===== config.mk =====
export PLATFORM = sky130hd
export DESIGN_NAME = iter_mdu
export DESIGN_NICKNAME = d
export VERILOG_FILES = /design/src/rtl/iter_mdu.sv
export SDC_FILE = /design/constraint.sdc
export NUM_CORES = 1
export LEC_CHECK = 0
export CORE_ASPECT_RATIO = 2
export CORE_UTILIZATION = 30
export CTS_CLUSTER_DIAMETER = 200
export DETAILED_ROUTE_END_ITERATION = 10
export DONT_BUFFER_PORTS = 1
export GPL_TIMING_DRIVEN = 0
export SLEW_MARGIN = 20
export SYNTH_ARGS = -nofsm -noshare
export SYNTH_HDL_FRONTEND = slang
export SYNTH_SLANG_ARGS = --single-unit

===== constraint.sdc =====
create_clock -name clk_i -period 8.4 [get_ports clk_i]
set_clock_uncertainty 0.2 [all_clocks]
set_input_delay 0.84 -clock clk_i [delete_from_list [all_inputs] [get_ports clk_i]]
set_output_delay 0.84 -clock clk_i [all_outputs]
set_load 0.01 [all_outputs]

===== src/rtl/iter_mdu.sv =====
// Iterative RV32M/RV64M multiply/divide unit for the execute stage.
// Shift-add multiply, restoring divide, single-cycle special cases and a one-entry div/rem cache.
module iter_mdu #(
  parameter int XLEN  = 32,
  parameter int STEPS = 1
) (
  input  logic            clk_i,
  input  logic            rst_i,
  input  logic            start_i,
  input  logic [2:0]      op_i,
  input  logic [XLEN-1:0] rs1_i,
  input  logic [XLEN-1:0] rs2_i,
  input  logic [4:0]      rd_addr_i,
  input  logic            flush_i,
  output logic            busy_o,
  output logic            done_o,
  output logic [XLEN-1:0] result_o,
  output logic [4:0]      rd_addr_o,
  output logic            stallreq_o,
  output logic [1:0]      dbg_state_o
);
  // Handshake: start_i is held high until the one-cycle done_o pulse; it is only
  // sampled in IDLE, and stallreq_o stays high while a request waits on done_o.
  localparam int N  = XLEN / STEPS;
  localparam int CW = $clog2(N);
  localparam logic [XLEN-1:0] INT_MIN = {1'b1, {(XLEN-1){1'b0}}};

  typedef enum logic [1:0] {IDLE = 2'd0, CALC = 2'd1, FIX = 2'd2, DONE = 2'd3} state_t;
  state_t state, state_n;

  logic [CW-1:0]   cnt;
  logic [2:0]      op_q;
  logic [XLEN-1:0] hi_q, lo_q, b_q;
  logic            neg_q, neg_r_q, sgn_q;
  logic [XLEN-1:0] a_raw_q, b_raw_q;

  logic            c_valid, c_signed;
  logic [XLEN-1:0] c_a, c_b, c_quo, c_rem;

  logic            is_div, div_signed, a_signed, b_signed, a_neg, b_neg;
  logic [XLEN-1:0] a_mag, b_mag;
  logic            div_zero, div_ovf, cache_hit, fast, accept;
  logic [XLEN-1:0] fast_res;

  assign is_div     = op_i[2];
  assign div_signed = ~op_i[0];
  assign a_signed   = (op_i == 3'd1) | (op_i == 3'd2) | (is_div & div_signed);
  assign b_signed   = (op_i == 3'd1) | (is_div & div_signed);
  assign a_neg      = a_signed & rs1_i[XLEN-1];
  assign b_neg      = b_signed & rs2_i[XLEN-1];
  assign a_mag      = a_neg ? -rs1_i : rs1_i;
  assign b_mag      = b_neg ? -rs2_i : rs2_i;

  assign div_zero  = is_div & (rs2_i == '0);
  assign div_ovf   = is_div & div_signed & (rs1_i == INT_MIN) & (&rs2_i);
  assign cache_hit = is_div & c_valid & (rs1_i == c_a) & (rs2_i == c_b) & (div_signed == c_signed);
  assign fast      = div_zero | div_ovf | cache_hit;
  assign accept    = (state == IDLE) & start_i & ~flush_i;

  always_comb begin
    fast_res = '0;
    if (div_zero)     fast_res = op_i[1] ? rs1_i : '1;
    else if (div_ovf) fast_res = op_i[1] ? '0 : rs1_i;
    else              fast_res = op_i[1] ? c_rem : c_quo;
  end

  always_ff @(posedge clk_i) begin
    if (rst_i) state <= IDLE;
    else       state <= state_n;
  end

  always_comb begin
    state_n = state;
    case (state)
      IDLE:    if (start_i) state_n = fast ? DONE : CALC;
      CALC:    if (cnt == CW'(N - 1)) state_n = FIX;
      FIX:     state_n = DONE;
      DONE:    state_n = IDLE;
      default: state_n = IDLE;
    endcase
    if (flush_i) state_n = IDLE;
  end

  // One clock of the iteration: STEPS radix-2 steps of either datapath.
  logic [XLEN-1:0] step_hi, step_lo;
  always_comb begin : step_blk
    logic [XLEN:0] sum, t, d;
    step_hi = hi_q;
    step_lo = lo_q;
    sum     = '0;
    t       = '0;
    d       = '0;
    for (int i = 0; i < STEPS; i++) begin
      if (op_q[2]) begin
        t = {step_hi, step_lo[XLEN-1]};
        d = t - {1'b0, b_q};
        if (!d[XLEN]) begin
          step_hi = d[XLEN-1:0];
          step_lo = {step_lo[XLEN-2:0], 1'b1};
        end else begin
          step_hi = t[XLEN-1:0];
          step_lo = {step_lo[XLEN-2:0], 1'b0};
        end
      end else begin
        sum     = {1'b0, step_hi} + (step_lo[0] ? {1'b0, b_q} : '0);
        step_lo = {sum[0], step_lo[XLEN-1:1]};
        step_hi = sum[XLEN:1];
      end
    end
  end

  // Sign correction applied in FIX.
  logic [2*XLEN-1:0] prod, prod_s;
  logic [XLEN-1:0]   quo, rem, fix_res;
  always_comb begin
    prod    = {hi_q, lo_q};
    prod_s  = neg_q ? -prod : prod;
    quo     = neg_q ? -lo_q : lo_q;
    rem     = neg_r_q ? -hi_q : hi_q;
    fix_res = '0;
    if (op_q[2])               fix_res = op_q[1] ? rem : quo;
    else if (op_q[1:0] == 2'b00) fix_res = prod_s[XLEN-1:0];
    else                       fix_res = prod_s[2*XLEN-1:XLEN];
  end

  always_ff @(posedge clk_i) begin
    if (rst_i) begin
      cnt       <= '0;
      op_q      <= '0;
      hi_q      <= '0;
      lo_q      <= '0;
      b_q       <= '0;
      neg_q     <= 1'b0;
      neg_r_q   <= 1'b0;
      sgn_q     <= 1'b0;
      a_raw_q   <= '0;
      b_raw_q   <= '0;
      result_o  <= '0;
      rd_addr_o <= '0;
      c_valid   <= 1'b0;
      c_signed  <= 1'b0;
      c_a       <= '0;
      c_b       <= '0;
      c_quo     <= '0;
      c_rem     <= '0;
    end else if (accept) begin
      op_q      <= op_i;
      rd_addr_o <= rd_addr_i;
      cnt       <= '0;
      hi_q      <= '0;
      lo_q      <= is_div ? a_mag : b_mag;
      b_q       <= is_div ? b_mag : a_mag;
      neg_q     <= a_neg ^ b_neg;
      neg_r_q   <= a_neg;
      sgn_q     <= div_signed;
      a_raw_q   <= rs1_i;
      b_raw_q   <= rs2_i;
      if (fast) result_o <= fast_res;
    end else if (!flush_i) begin
      if (state == CALC) begin
        hi_q <= step_hi;
        lo_q <= step_lo;
        cnt  <= (cnt == CW'(N - 1)) ? '0 : cnt + CW'(1);
      end else if (state == FIX) begin
        result_o <= fix_res;
        // Both quotient and remainder are available here, so either op fills the cache.
        if (op_q[2]) begin
          c_valid  <= 1'b1;
          c_signed <= sgn_q;
          c_a      <= a_raw_q;
          c_b      <= b_raw_q;
          c_quo    <= quo;
          c_rem    <= rem;
        end
      end
    end
  end

  assign busy_o      = (state == CALC) | (state == FIX);
  assign done_o      = (state == DONE);
  assign stallreq_o  = start_i & ~done_o;
  assign dbg_state_o = state;

endmodule


### Word level (Yosys, flattened, before mapping)

Cells that the tools add are included.

* flip-flop bits (word level): 340
* bits in latches: 0
* memory bits (writable): 0
* bits in read-only memories: 0
* input port bits: 76
* output and inout bits: 42
* logic and storage cells: 113
* memories: 0

* add/subtract/negate cells: 8
* $mul: 0
* divide/modulo/power cells: 0
* order comparisons: 0
* equal/unequal tests: 15
* shifts and indexed selects: 0
* muxes and demuxes: 33
* bitwise operators: 25
* reduce and logical (&&, ||, !) cells: 13

Operators with widths (number)
* two-way mux 32 bit: 26
* negator 32 bit: 4
* == test 32 bit: 2
* two-way mux 64 bit: 1
* negator 64 bit: 1
* adder 32 x 32 -> 33 bit: 1
* subtractor 33 x 32 -> 33 bit: 1
* == test 32 bit (second input constant): 1
* logical NOT 32 bit: 1
* AND reduction 32 bit: 1
* AND 1 bit: 13
* != test 2 bit (second input constant): 4
* case mux 2 bit (4 select lines): 1
* two-way mux 2 bit: 3
* OR 1 bit: 6
* AND reduction 2 bit: 3
* adder 5 x 1 -> 5 bit (second input constant): 1
* == test 5 bit (second input constant): 1
* two-way mux 5 bit: 1
* inverter 1 bit: 5
* AND reduction 5 bit: 1
* == test 2 bit (second input constant): 2
* logical NOT 2 bit: 2
* AND reduction 4 bit: 1
* 9 further kinds: 11

### Depth between registers and ports, before layout

* depth in word-level cells: 9
* depth in mapped cells: 14
* depth with buffers taken out: 12

### Worst setup path after synthesis

Ideal clock, no wire load.

* path kind: register -> register
* start point: reg lo_q[0]
* end point: reg result_o[30]
* library setup time: 0.070 ns
* arrival time: 3.666 ns
* required time: 8.130 ns
* slack: 4.463 ns
* stages on the path, launching flop included: 14
* buffers on the path: 2
* clock period less this slack: 3.937 ns
* path through: dfxtp_1 > inv_1 > clkbuf_1 > ha_1 > or4b_2 > or3_1 > or4_4 > buf_6 > o31a_4 > xnor2_1 > a221o_1 > a211oi_1 > o21ai_1 > a21oi_1

* longest elaborated chain between the ends: 8
* elaborated cells between the ends (all ways): 11
* those cells by class: 2 x add/sub; 9 x mux

RTL lines
* from (decl): RTL line 33 `logic [XLEN-1:0] hi_q, lo_q, b_q;`
* from (signal assigned): RTL line 151 `lo_q <= is_div ? a_mag : b_mag;`
* from (signal assigned): RTL line 162 `lo_q <= step_lo;`
* negator 64 bit / negator 32 bit (equally long branches): RTL line 117, 118
* two-way mux 64 bit / two-way mux 32 bit (equally long branches): RTL line 117, 118
* two-way mux 32 bit, on equally long branches: RTL line 122, 121
* two-way mux 32 bit *: RTL line 121 `if (op_q[2]) fix_res = op_q[1] ? rem : quo;`
* two-way mux 32 bit *: RTL line 164 `end else if (state == FIX) begin`
* two-way mux 32 bit *: RTL line 160 `if (state == CALC) begin`
* two-way mux 32 bit *: RTL line 159 `end else if (!flush_i) begin`
* two-way mux 32 bit *: RTL line 146 `end else if (accept) begin`
* to (signal assigned): RTL line 158 `if (fast) result_o <= fast_res;`
* to (signal assigned): RTL line 165 `result_o <= fix_res;`
* to (decl): RTL line 17 `output logic [XLEN-1:0] result_o,`

Every way passes the cells marked *; elsewhere a longest branch is shown, timed or not. The select of a mux whose other input is x is not followed.
A chain may end at the register's enable or synchronous reset.

### Worst setup path in the final report

* start point: reg hi_q[0]
* end point: reg hi_q[29]

* longest elaborated chain between the ends: 3
* elaborated cells between the ends (all ways): 4
* those cells by class: 2 x add/sub; 2 x mux

RTL lines
* from (decl): RTL line 33
* from (signal assigned): RTL line 161 `hi_q <= step_hi;`
* subtractor 33 x 32 -> 33 bit: RTL line 96 `d = t - {1'b0, b_q};`
* two-way mux 32 bit: RTL line 97 `if (!d[XLEN]) begin`
* two-way mux 32 bit *: RTL line 94 `if (op_q[2]) begin`

Every way passes the cells marked *; elsewhere a longest branch is shown, timed or not.

==> results.tsv <==
metric	value	unit
TritonCTS clock tree	yes	
deepest clock path buffer count	3	
Synth Register Bits	340	
RSZ-0062 raised after global routing	false	
Mapped Cells	3225	
DP Area	0.0247	mm²
# Post-CTS Setup Buffers	0	
Syn Area/Cell	7.25	µm²
startpoint types	register	
number of global-route vias before repair	25337	
Die X	199	µm
Clk pwr share	34.8	%
H-tree Lvls	2	
proportion of layout cells with a drive suffix above 1	3.95	%
Fmax achieved	174	MHz
final critical-path required period	5740	ps
Yosys cell types	82	
Slew Limit Fails	0	
CTS resizes	0	
main flop type after synthesis	dfxtp_1	
FFs w/ async S/R, synth	0	%
Leak	0.00895	µW
min-delay worst type	in2reg	
outcome	complete, no violations	
CP Launch Point	hi_q[0]	
sequential cell area fraction in the yosys report	29.1	%
Pint	2870	µW
R2R Path End	hi_q[29]	
crit path capture	hi_q[29]	
core box area	0.0771	mm²
nets	3418	
initial antenna violation count	5	
most used cells in the layout excluding fill and tap cells	nand2_1, a21oi_1, dfxtp_1, nor2_1, clkbuf_1	
# IOs	118	
Reg2Reg Depth	13	
setup TNS	0	ps
worst-margin pin slew	1210	ps
hold buffers post-CTS	0	
Setup crit end kind	register	
Sequential Power Share	37.9	%
number of detailed-route iterations in the first pass	6	
filler instances	8679	
overflow left after global routing	0	
Post-Route WL	134000	µm
critical path's slowest cell	dfxtp_1	
vias per cell	5.95	
Tcrit/Tclk final	68.4	%
Switching Share	37.7	%
post-route ant nets	0	
std cell rows	144	
# port buffers	0	
crit path DAT	6000	ps
Max VDD drop	0.189	mV
via count	25662	
commonest non-fill, non-tap cell in the layout	nand2_1	
Post-Syn Area	0.0234	mm²
root buf cell	clkbuf_16	
switching power	1730	µW
CP Max Fanout	10	
Die H	397	µm
Area Overhead vs Synth	10.6	%
worst-path cell chain	inv_1 -> fa_1 -> nor2b_1 -> o2111ai_1 -> nand3_1 -> nand4_1 -> a21oi_1 -> or3_1 -> clkbuf_1 -> nand2_1 -> clkbuf_1 -> a211oi_1 -> a211oi_1	
total track usage	33.7	%
synthesized net count	3379	
DRC Markers	0	
relative slew slack	19.4	%
DPL Wire Length	105000	µm
iteration-0 DRC count of the detailed router	2194	
fin cells	4316	
Worst-Skew Late Latency	580	ps
Die Area	0.0791	mm²
Max-cap violations	0	
Crit path largest cell delay	690	ps
Setup-failing EPs final	0	
pwr dens	178	mW/mm²
WHS	147	ps
CTS Sinks	340	
critical path type	reg2reg	
final instance area	0.0259	mm²
R2R setup slack	2660	ps
required time of the worst setup path	8660	ps
Post-synth EDFFs	0	
Inst Count DP	4248	
Hold Fails Final Rpt	0	
Comb power frac	27.4	%
Initial Util	30.3	%
GP Congestion	1.06	
Yosys warning count	0	
origin of the critical flop-to-flop path	hi_q[0]	
CTS buffer count	34	
pin count of the biggest net entering global routing	17	
wire length per cell	31.0	µm
global-route wire length before repair	187000	µm
Clock transition at path regs	80	ps
-- per-layer routing --
| layer | part of all wire, % | routed length, µm | vias up | GRT usage [%] |
|---|---|---|---|---|
| li1 | - | - | 11488 | - |
| met1 | 30 | 40100 | 12160 | 30.2 |
| met2 | 48 | 64400 | 1393 | 57.7 |
| met3 | 7.9 | 10500 | 619 | 8.73 |
| met4 | 14 | 18500 | 2 | 37.7 |
| met5 | 0.0082 | 11 | - | 0.128 |
-- cell type report --
| class | instances | area, µm² | area share, % |
|---|---|---|---|
| Clock inverter | 18 | 156 | 0.605 |
| Clock buffer | 43 | 945 | 3.65 |
| Inverter | 92 | 345 | 1.34 |
| Buffer | 285 | 1120 | 4.33 |
| Antenna cell | 5 | 12.5 | 0.0484 |
| Multi-Input combinational cell | 2508 | 15200 | 58.7 |
| Timing Repair Buffer | 3 | 30.0 | 0.116 |
| Sequential cell | 340 | 6810 | 26.3 |
| Tap cell | 1022 | 1280 | 4.94 |
-- critical path: cells and delay by family, from the launching register on --
kind	cells	cell delay, ps
compound gates	4	1240
fa+ha+maj	1	540
buf+inv	3	1490
flops	1	690
simple gates	5	1450
-- power groups by stage --
stage,registers [µW],clock network [µW],logic (µW)
6_report,1740,1600,1260
5_1_grt,1740,1660,1310
4_1_cts,1730,1600,1190
3_5_place_dp,1770,0,1180
3_3_place_gp,1770,0,1180
2_1_floorplan,1740,0,731
-- per-stage QoR --
step	util [%]	worst slack [ps]	power, µW
finish	33.5	2660	4600
floorplan	-	4460	2470
detailed placement	32.0	2420	2950
global placement	32.0	2390	2950
global route	33.5	2610	4710
CTS	33.4	2850	4520
-- cell families after synthesis --
| kind of cell | after synthesis | share of synthesized area (%) |
|---|---|---|
| flip-flops | 340 | 29.1 |
| buffers and inverters | 377 | 6.25 |
| adder cells (fa/ha/maj) | 78 | 4.24 |
| multiplexers | 72 | 3.10 |
| AND/OR/NAND/NOR | 1125 | 21.5 |
| AO/OA/AOI/OAI | 987 | 26.6 |
| XOR/XNOR | 246 | 9.22 |
-- worst min path at each step --
| stage | start | end | slack (ps) | cells after the start |
|---|---|---|---|---|
| 2_1_floorplan | sgn_q | c_signed | 230 | 2 |
| 3_3_place_gp | b_raw_q[20] | c_b[20] | 240 | 2 |
| 3_5_place_dp | a_raw_q[13] | c_a[13] | 240 | 2 |
| 4_1_cts | flush_i | dbg_state_o[1] | 140 | 1 |
| 5_1_grt | flush_i | dbg_state_o[1] | 140 | 1 |
| 6_report | flush_i | dbg_state_o[1] | 150 | 1 |
-- Yosys cell counts (all sizes together), types with 5 or more instances --
cell type	count	area [µm²]
nand2	512	1920
a21oi	378	1890
dfxtp	340	6810
nor2	288	1080
clkbuf	255	958
o21ai	184	925
xnor2	137	1200
xor2	109	955
a211oi	108	816
inv	92	345
ha	76	951
o211ai	71	533
nor3	70	362
mux2i	68	681
o31ai	41	318
nand4	37	231
or3	33	211
buf	30	156
nand3	30	150
or4	30	244
a221oi	28	251
a21o	26	195
nor2b	22	138
nor4	22	138
o41ai	22	211
or2	21	131
a31oi	18	113
nand2b	18	113
and2	11	68.8
o21a	11	82.6
and3	10	62.6
o21bai	10	75.1
a32o	8	80.1
nand3b	8	60.1
o221ai	8	70.1
a2111oi	7	67.6
o22ai	7	43.8
a211o	6	52.6
a21boi	6	45.0
a311oi	6	52.6
a31o	5	43.8
o31a	5	52.6
Note: power is estimated with default switching activity, not from simulation.
